===== config.mk =====
export PLATFORM = sky130hd
export DESIGN_NAME = uart2wb_burst
export DESIGN_NICKNAME = d
export VERILOG_FILES = /design/src/rtl/uart2wb_burst.sv
export SDC_FILE = /design/constraint.sdc
export NUM_CORES = 1
export LEC_CHECK = 0
export ABC_AREA = 1
export CAP_MARGIN = 20
export CELL_PAD_IN_SITES_DETAIL_PLACEMENT = 2
export CELL_PAD_IN_SITES_GLOBAL_PLACEMENT = 2
export CORE_MARGIN = 1.5
export CORE_UTILIZATION = 40
export DETAILED_ROUTE_END_ITERATION = 10
export DONT_BUFFER_PORTS = 1
export MAX_ROUTING_LAYER = met4
export PLACE_DENSITY_LB_ADDON = 0.1
export RECOVER_POWER = 25
export REMOVE_ABC_BUFFERS = 1
export SYNTH_ARGS = -nofsm -noshare
export SYNTH_HDL_FRONTEND = slang
export SYNTH_SLANG_ARGS = --single-unit

===== constraint.sdc =====
create_clock -name wb_clk_i -period 4.7 [get_ports wb_clk_i]
set_input_delay 0.94 -clock wb_clk_i [delete_from_list [all_inputs] [get_ports wb_clk_i]]
set_output_delay 0.94 -clock wb_clk_i [all_outputs]
set_load 0.01 [all_outputs]

===== src/rtl/uart2wb_burst.sv =====
// uart2wb_burst: UART byte-stream to Wishbone burst master with bus/frame timeouts and status bytes.
// Define UART2WB_CHKSUM_EN to add a trailing two's-complement checksum to every frame and response.
module uart2wb_burst #(
  parameter int AW = 32,
  parameter int DW = 32,
  parameter int MAX_BURST = 16,
  parameter int WB_TO = 1024,
  parameter int FRAME_TO = 65535
) (
  input  logic            wb_clk_i,
  input  logic            wb_rst_i,
  input  logic [7:0]      rx_data,
  input  logic            rx_valid,
  output logic [7:0]      tx_data,
  output logic            tx_valid,
  input  logic            tx_ready,
  output logic [AW-1:0]   wbm_adr_o,
  output logic [DW-1:0]   wbm_dat_o,
  output logic [DW/8-1:0] wbm_sel_o,
  output logic            wbm_we_o,
  output logic            wbm_cyc_o,
  output logic            wbm_stb_o,
  input  logic [DW-1:0]   wbm_dat_i,
  input  logic            wbm_ack_i,
  input  logic            wbm_err_i,
  output logic            rx_drop,
  output logic            busy
);
`ifdef UART2WB_CHKSUM_EN
  localparam int CK = 1;
`else
  localparam int CK = 0;
`endif
  localparam int AB = AW / 8;
  localparam int DB = DW / 8;
  localparam int IW = MAX_BURST > 1 ? $clog2(MAX_BURST) : 1;
  localparam int WTW = $clog2(WB_TO + 1);
  localparam int FTW = $clog2(FRAME_TO + 1);
  typedef enum logic [2:0] {IDLE, ADDR, WDATA, WB_REQ, WB_WAIT, TX_DATA, TX_STAT} state_t;
  state_t state;
  logic we, inc;
  logic [5:0] nm1;
  logic [AW-1:0] adr, adr_nx;
  logic [DW-1:0] sh, wrd;
  logic [DW-1:0] buf_mem [MAX_BURST];
  logic [3:0] bcnt;
  logic [6:0] widx;
  logic [7:0] stat, rsum, tsum;
  logic [WTW-1:0] wtmr;
  logic [FTW-1:0] ftmr;
  logic big, last_w, data_ph, sum_bad, buf_we;
  assign big = {1'b0, nm1} >= 7'(MAX_BURST);
  assign last_w = widx == {1'b0, nm1};
  assign data_ph = widx <= {1'b0, nm1};
  assign sum_bad = CK != 0 && (rsum + rx_data) != 8'h00;
  assign wrd = (sh << 8) | DW'(rx_data);
  assign adr_nx = inc ? adr + AW'(DB) : adr;
  assign buf_we = state == WDATA && rx_valid && data_ph && bcnt == 4'(DB - 1) && !big;
  assign wbm_adr_o = adr;
  assign wbm_sel_o = '1;
  assign busy = state != IDLE;
  always_ff @(posedge wb_clk_i) if (buf_we) buf_mem[widx[IW-1:0]] <= wrd;
  always_ff @(posedge wb_clk_i) begin
    if (wb_rst_i) begin
      state <= IDLE;
      {we, inc, nm1} <= '0;
      adr <= '0;
      sh <= '0;
      bcnt <= '0;
      widx <= '0;
      stat <= '0;
      rsum <= '0;
      tsum <= '0;
      wtmr <= '0;
      ftmr <= '0;
      tx_data <= '0;
      tx_valid <= 1'b0;
      wbm_dat_o <= '0;
      {wbm_we_o, wbm_cyc_o, wbm_stb_o} <= '0;
      rx_drop <= 1'b0;
    end else begin
      rx_drop <= rx_valid && !(state inside {IDLE, ADDR, WDATA});
      case (state)
        IDLE: if (rx_valid) begin
          {we, inc, nm1} <= rx_data;
          rsum <= rx_data;
          bcnt <= '0;
          widx <= '0;
          ftmr <= '0;
          state <= ADDR;
        end
        ADDR, WDATA: if (rx_valid) begin
          rsum <= rsum + rx_data;
          ftmr <= '0;
          bcnt <= bcnt + 1'b1;
          if (state == ADDR) begin
            if (bcnt < 4'(AB)) adr <= (adr << 8) | AW'(rx_data);
            if (we && bcnt == 4'(AB - 1)) begin
              bcnt <= '0;
              state <= WDATA;
            end else if (!we && bcnt == 4'(AB - 1 + CK)) begin
              bcnt <= '0;
              stat <= big ? 8'hE2 : 8'hE4;
              state <= big || sum_bad ? TX_STAT : WB_REQ;
            end
          end else if (data_ph) begin
            sh <= wrd;
            if (bcnt == 4'(DB - 1)) begin
              bcnt <= '0;
              widx <= widx + 1'b1;
              if (last_w && CK == 0) begin
                widx <= '0;
                stat <= 8'hE2;
                state <= big ? TX_STAT : WB_REQ;
              end
            end
          end else begin
            // all words in: this byte is the frame checksum
            bcnt <= '0;
            widx <= '0;
            stat <= big ? 8'hE2 : 8'hE4;
            state <= big || sum_bad ? TX_STAT : WB_REQ;
          end
        end else if (ftmr == FTW'(FRAME_TO - 1)) state <= IDLE;
        else ftmr <= ftmr + 1'b1;
        WB_REQ: begin
          wbm_dat_o <= buf_mem[widx[IW-1:0]];
          wbm_we_o <= we;
          wbm_cyc_o <= 1'b1;
          wbm_stb_o <= 1'b1;
          wtmr <= '0;
          state <= WB_WAIT;
        end
        WB_WAIT: if (wbm_err_i || wbm_ack_i || wtmr == WTW'(WB_TO - 1)) begin
          {wbm_we_o, wbm_cyc_o, wbm_stb_o} <= '0;
          stat <= wbm_err_i ? 8'hE1 : wbm_ack_i ? 8'hA5 : 8'hE3;
          sh <= wbm_dat_i;
          tsum <= '0;
          if (wbm_ack_i && !wbm_err_i && !we) state <= TX_DATA;
          else if (wbm_ack_i && !wbm_err_i && !last_w) begin
            adr <= adr_nx;
            widx <= widx + 1'b1;
            state <= WB_REQ;
          end else state <= TX_STAT;
        end else wtmr <= wtmr + 1'b1;
        TX_DATA: if (!tx_valid) begin
          tx_valid <= 1'b1;
          tx_data <= bcnt == 4'(DB) ? 8'h00 - tsum : sh[DW-1 -: 8];
          sh <= sh << 8;
        end else if (tx_ready) begin
          tx_valid <= 1'b0;
          tsum <= tsum + tx_data;
          bcnt <= bcnt + 1'b1;
          if (bcnt == 4'(DB - 1 + CK)) begin
            bcnt <= '0;
            adr <= adr_nx;
            widx <= widx + 1'b1;
            state <= last_w ? TX_STAT : WB_REQ;
          end
        end
        TX_STAT: if (!tx_valid) begin
          tx_valid <= 1'b1;
          tx_data <= bcnt == 4'd0 ? stat : 8'h00 - stat;
        end else if (tx_ready) begin
          tx_valid <= 1'b0;
          bcnt <= bcnt + 1'b1;
          if (bcnt == 4'(CK)) begin
            bcnt <= '0;
            state <= IDLE;
          end
        end
        default: state <= IDLE;
      endcase
    end
  end
endmodule

### Word-level counts from Yosys, hierarchy flattened

Memories as Yosys holds them, arrays and structs flattened. A register that Yosys moved wholly into a read port is not among the register bits.
Cells that the tools add are included.

| word-level totals | value |
|---|---|
| input port bits | 46 |
| output and inout bits | 82 |
| word-level logic and storage cells | 211 |
| latch bits | 0 |
| memory bits (writable) | 512 |
| memories kept | 1 |
| flip-flop bits (word level) | 141 |
| bits in read-only memories | 0 |

Memory list:

| memory | words | width | rd ports | clocked after memory_dff | wr ports | line | text |
|---|---|---|---|---|---|---|---|
| buf_mem | 16 | 32 | 1 | 1 | 1 | 45 | `logic [DW-1:0] buf_mem [MAX_BURST];` |

| cells by class | value |
|---|---|
| bitwise gates (word level) | 2 |
| multiply operators | 0 |
| mux-type cells | 98 |
| magnitude comparators | 3 |
| equality and inequality tests | 39 |
| reductions and logical operators | 43 |
| shifts and indexed selects | 0 |
| divide/modulo/power cells | 0 |
| $add $sub $neg | 8 |

Operators with widths:

| cell | number |
|---|---|
| two-way mux 32 bit | 15 |
| one-hot mux 32 bit (3 select lines) | 2 |
| two-way mux 8 bit | 15 |
| two-way mux 7 bit | 14 |
| OR 32 x 8 -> 32 bit | 2 |
| two-way mux 3 bit | 21 |
| two-way mux 16 bit | 3 |
| two-way mux 4 bit | 12 |
| one-hot mux 8 bit (2 select lines) | 3 |
| != test 2 bit (second input constant) | 18 |
| adder 32 x 3 -> 32 bit (second input constant) | 1 |
| one-hot mux 16 bit (2 select lines) | 1 |
| one-hot mux 7 bit (4 select lines) | 1 |
| one-hot mux 11 bit (2 select lines) | 1 |
| one-hot mux 3 bit (6 select lines) | 1 |
| adder 16 x 1 -> 16 bit (second input constant) | 1 |
| == test 16 bit (second input constant) | 1 |
| one-hot mux 4 bit (4 select lines) | 1 |
| subtractor 1 x 8 -> 8 bit (first input constant) | 2 |
| != test 3 bit (second input constant) | 5 |
| != test 5 bit (second input constant) | 3 |
| AND reduction 7 bit | 2 |
| AND reduction 12 bit | 1 |
| adder 11 x 1 -> 11 bit (second input constant) | 1 |
| 32 further kinds | 66 |

### Longest topological paths before layout

| logic depth | value |
|---|---|
| depth after elaboration | 8 |
| gate-level depth with buffers | 18 |
| mapped depth without buffers | 14 |

### Worst setup path after synthesis

No wires, ideal clock.

| timing | value |
|---|---|
| path kind | register -> register |
| start | reg widx[0] |
| end | mem buf_mem[0][0], enable pin |
| arrival | 3.619 ns |
| clock period less this slack | 4.040 ns |
| path slack | 0.660 ns |
| setup time | 0.421 ns |
| stages on the path, launching flop included | 14 |
| path buffers | 3 |
| data required time | 4.279 ns |
| cells stage by stage | dfxtp_1 buf_2 inv_1 clkbuf_1 clkbuf_1 ha_1 nand2_1 nor2_1 nand2_1 nand2_1 nand2_1 nor3_1 nand2_1 nor2_1 |

| on the way | value |
|---|---|
| word-level cells in the longest chain between the ends | 6 |

RTL lines:

| element | line | text |
|---|---|---|
| from (decl) | 47 | `logic [6:0] widx;` |
| from (signal assigned) | 110 | `widx <= widx + 1'b1;` |
| from (signal assigned) | 142 | `widx <= widx + 1'b1;` |
| from (signal assigned) | 157 | `widx <= widx + 1'b1;` |
| less-or-equal comparator 7 x 6 -> 1 bit | 54 | `assign data_ph = widx <= {1'b0, nm1};` |
| logical AND 1 bit (3 in a row) | 58 | `assign buf_we = state == WDATA && rx_valid && data_ph && bcnt == 4'(DB - 1) && !big;` |
| two-way mux 1 bit | 62 | `always_ff @(posedge wb_clk_i) if (buf_we) buf_mem[widx[IW-1:0]] <= wrd;` |
| two-way mux 1 bit (implied by the code) | 62 |  |
| to (decl) | 45 |  |

Parallel ways exist; a longest one is shown, timed or not.

### Final worst setup path

| timing | value |
|---|---|
| start | reg widx[0] |
| end | mem buf_mem[8][16], enable pin |

The elaborated chain is that of the path after synthesis.

==> impl_results.md <==
- CTS tree: yes
- DP HPWL: 66.0 mm
- Skew-Pair Late Insertion Delay: 0.63 ns
- Slew HR: 7.05%
- Min Tclk post-route: 4.14 ns
- GP Congestion: 0.836
- Num CTS Buffers: 78
- Fmax: 242 MHz
- Final Hold Fails: 0
- Max cap viols: 0
- Slew Viols, Final: 0
- Hold Startpoint: wb_rst_i
- CP cell instances: inv_6, ha_1, nand2_1, nor2_1, nand2_1, nand2_1, nand2_1, nor3_1, nand2_1, nor2_4, buf_4
- Post-CTS setup buffer count: 0
- Clock power share: 35.4%
- IO buf count: 0
- R2r startpoint: widx[0]$_SDFFE_PP0P_
- Tcrit/Tclk final: 88.0%
- Post-CTS Resized: 0
- Placed insts: 3664
- Buf/Inv on CP: 2
- WHS Path Cells: 1
- Die Wd: 273 um
- Library cells used by synthesis: 54
- Ports: 128
- Cts hold-fix bufs: 0
- Clock transition at path regs: 0.06 ns
- Reg-to-reg endpoint: buf_mem[8][16]$_DFFE_PP_
- Via Count: 22200
- Number of fill cells: 7390
- Unrepaired setup endpoints after global routing: no
- DP Worst Slack: 0.656 ns
- CP top delay family: simple AND/OR/NAND/NOR gates
- Total grt overflow: 0
- Area Overhead vs Synth: 13.0%
- Switching share of power: 33.8%
- DRT iter0 DRCs: 1707
- P_sw: 6.00 mW
- Largest net degree at the start of global routing: 233
- First-pass GRT wire length: 158 mm
- Router iterations before antenna repair: 5
- Hold-critical path endpoint: tsum[7]$_SDFFE_PP0P_
- YS warnings: 0
- H-tree levels: 3
- Die Y: 273 um
- WS Path Type: reg -> reg
- Final std cells w/o fill: 3818
- Syn Area/Cell: 10.3 um2
- Worst Setup End Kind: flop
- Die area: 74400 um2
- Skew final: 0.0298 ns
- Drt drc: 0
- GRT Util Overall: 29.5%
- Sequential area share after synthesis: 64.5%
- Vias in the first global route: 24500
- Multi-input gate area: 9300 um2
- # setup viols final: 0
- Worst Reg-to-Reg Cells: 11
- Post-synth top area cell: edfxtp_1
- FF+latch count, synth: 682
- Synth Flop Type: edfxtp_1
- Post-synth EDFFs: 512
- Total Power: 17.8 mW
- CP dominant cell by count: nand2_1
- Outcome: finished clean
- Layout cell share with drive strength beyond 1: 7.45%
- Root Driver: clkbuf_16
- Post-route ant nets: 0
- Leak: 11.6 nW
- Maximum vdd drop: 362 uV
- Power Density: 540 nW/um2
- Storage cell area: 18800 um2
- Int Pwr: 11.8 mW
- HP Class: in -> reg
- CTS max path bufs: 3
- Worst setup margin: 0.563 ns
- Top post-synthesis cells by area: edfxtp_1 53%, dfxtp_1 12%, nor2_1 6.3%, o21ai_0 6.2%, nand2_1 5.2%
- Final Hold Slack: 0.386 ns
- Startpoint types: flop
- Rows: 98
- Core ar.: 71700 um2
- Worst Tran Pin Value: 1.39 ns
- Combinational share of power: 20.3%
- Initial antenna violation count: 11
- CP peak stage delay: 0.70 ns
- Reg2reg setup slack: 0.56 ns
- Post-synthesis async set-or-reset flop share: 0%
- Cell Area, Synth: 29100 um2
- Setup total negative slack: 0 ns
- Area share of the largest cell type after synthesis: 52.8%
- DR vias/cell: 5.81
- Gate Count Post-Synth: 2832
- Worst EP arrival: 4.47 ns
- Worst Path Required: 5.03 ns
- Starting Density: 40.6%
- Slowest stage cell on the critical path: nor2_4
- Sequential share of power: 44.3%
- Worst-path fanout max: 63
- Routed len/inst: 27.7 um
- # clock sinks: 682
- Final nets: 2868
- Final wirelength: 106 mm
sequential cells by signal, summed over array words and instances, names as in the netlist, 3 cells and up:
register,cells
bcnt,4
buf_mem,512
ftmr,16
nm1,6
sh,32
stat,5
state,3
tsum,8
tx_data,8
wbm_adr_o,32
wbm_dat_o,32
widx,7
wtmr,11
worst max path at each step:
| stage | cells after the start | slack (ns) | endpoint | startpoint |
|---|---|---|---|---|
| floorplan | 10 | -8.04 | buf_mem[0][0]$_DFFE_PP_ | widx[0]$_SDFFE_PP0P_ |
| global placement | 11 | 0.80 | buf_mem[8][16]$_DFFE_PP_ | widx[0]$_SDFFE_PP0P_ |
| detailed placement | 11 | 0.66 | buf_mem[8][16]$_DFFE_PP_ | widx[0]$_SDFFE_PP0P_ |
| CTS | 11 | 0.62 | buf_mem[8][14]$_DFFE_PP_ | widx[0]$_SDFFE_PP0P_ |
| global route | 11 | 0.30 | buf_mem[8][14]$_DFFE_PP_ | widx[0]$_SDFFE_PP0P_ |
| finish | 11 | 0.56 | buf_mem[8][16]$_DFFE_PP_ | widx[0]$_SDFFE_PP0P_ |
area by class of cell:
| type | count | share of cell area, % |
|---|---|---|
| timing repair buffer | 35 | 1.27 |
| clock inverter | 32 | 1.19 |
| sequential | 682 | 57.1 |
| multi-input combinational | 1853 | 28.3 |
| antenna | 8 | 0.0609 |
| inverter | 145 | 1.68 |
| tap | 950 | 3.61 |
| clock buffer | 113 | 6.80 |
metrics by stage:
| stage | cell area [um2] | utilization [%] |
|---|---|---|
| floorplan | 28500 | - |
| global placement | 30200 | 42.2 |
| detailed placement | 30200 | 42.2 |
| CTS | 32900 | 45.8 |
| global route | 32900 | 45.8 |
| finish | 32900 | 45.9 |
metal layers:
| layer | vias to the layer above | GRT usage [%] | routed length, um |
|---|---|---|---|
| li1 | 9942 | - | - |
| met1 | 11500 | 35.7 | 43700 |
| met2 | 569 | 49.5 | 52600 |
| met3 | 171 | 5.64 | 6750 |
| met4 | 0 | 9.31 | 2780 |
| met5 | - | - | 0 |
power by group through the flow:
stage	sequential (mW)	clock [mW]	combinational [mW]
5_1_grt	7.92	6.62	4.06
4_1_cts	7.86	6.39	3.65
3_5_place_dp	7.98	0	3.61
3_3_place_gp	7.94	0	3.39
6_report	7.87	6.29	3.61
2_1_floorplan	7.67	0	2.33
worst reg2reg max path: stages, from the launching register on:
cell,delay (ns)
dfxtp_4,0.58
inv_6,0.27
ha_1,0.37
nand2_1,0.06
nor2_1,0.13
nand2_1,0.17
nand2_1,0.23
nand2_1,0.09
nor3_1,0.54
nand2_1,0.45
nor2_4,0.70
buf_4,0.28
cells in the mapped netlist (4+ instances only):
| library cell | number |
|---|---|
| edfxtp_1 | 512 |
| nor2_1 | 489 |
| nand2_1 | 405 |
| o21ai_0 | 362 |
| dfxtp_1 | 170 |
| inv_1 | 133 |
| o22ai_1 | 129 |
| a21oi_1 | 117 |
| clkbuf_1 | 115 |
| nand3_1 | 90 |
| a41oi_1 | 32 |
| nor3_1 | 31 |
| ha_1 | 26 |
| mux2i_1 | 24 |
| nand4_1 | 23 |
| xor2_1 | 22 |
| buf_2 | 17 |
| o21ai_1 | 16 |
| nand3b_1 | 15 |
| buf_1 | 12 |
| inv_2 | 11 |
| o211ai_1 | 8 |
| nand2_2 | 7 |
| buf_4 | 6 |
| a31oi_1 | 5 |
| buf_6 | 5 |
| o21bai_1 | 5 |
| and3_1 | 4 |
| xnor2_1 | 4 |
kinds of logic (layout without fill, tap and decap cells):
group	Yosys count	count (layout)	synth area share, %
AOI/OAI and AO/OA	689	689	13.1
xor gates and xnor gates	26	26	0.782
adders and majority gates	27	27	1.19
buffers and inverters	300	325	4.15
DFF	682	682	64.5
muxes	24	24	0.825
other	1	12	0.0129
and+or+nand+nor	1083	1083	15.5
layout by cell type, fill, tap and decap left out, types with 9 or more instances in the layout:
cell type / n
nand3b_1: 15
dfxtp_1: 168
a21oi_1: 117
mux2i_1: 24
nand4_1: 23
o21ai_1: 16
nand2_1: 404
clkinv_2: 13
edfxtp_1: 512
nor2_1: 469
nand3_1: 90
clkbuf_1: 24
clkbuf_16: 81
xor2_1: 22
inv_2: 11
nor3_1: 31
buf_12: 13
nor2_4: 22
inv_1: 130
ha_1: 26
buf_4: 20
o21ai_0: 362
clkbuf_8: 9
a41oi_1: 32
o22ai_1: 129
Power figures use the tool's default switching activity.
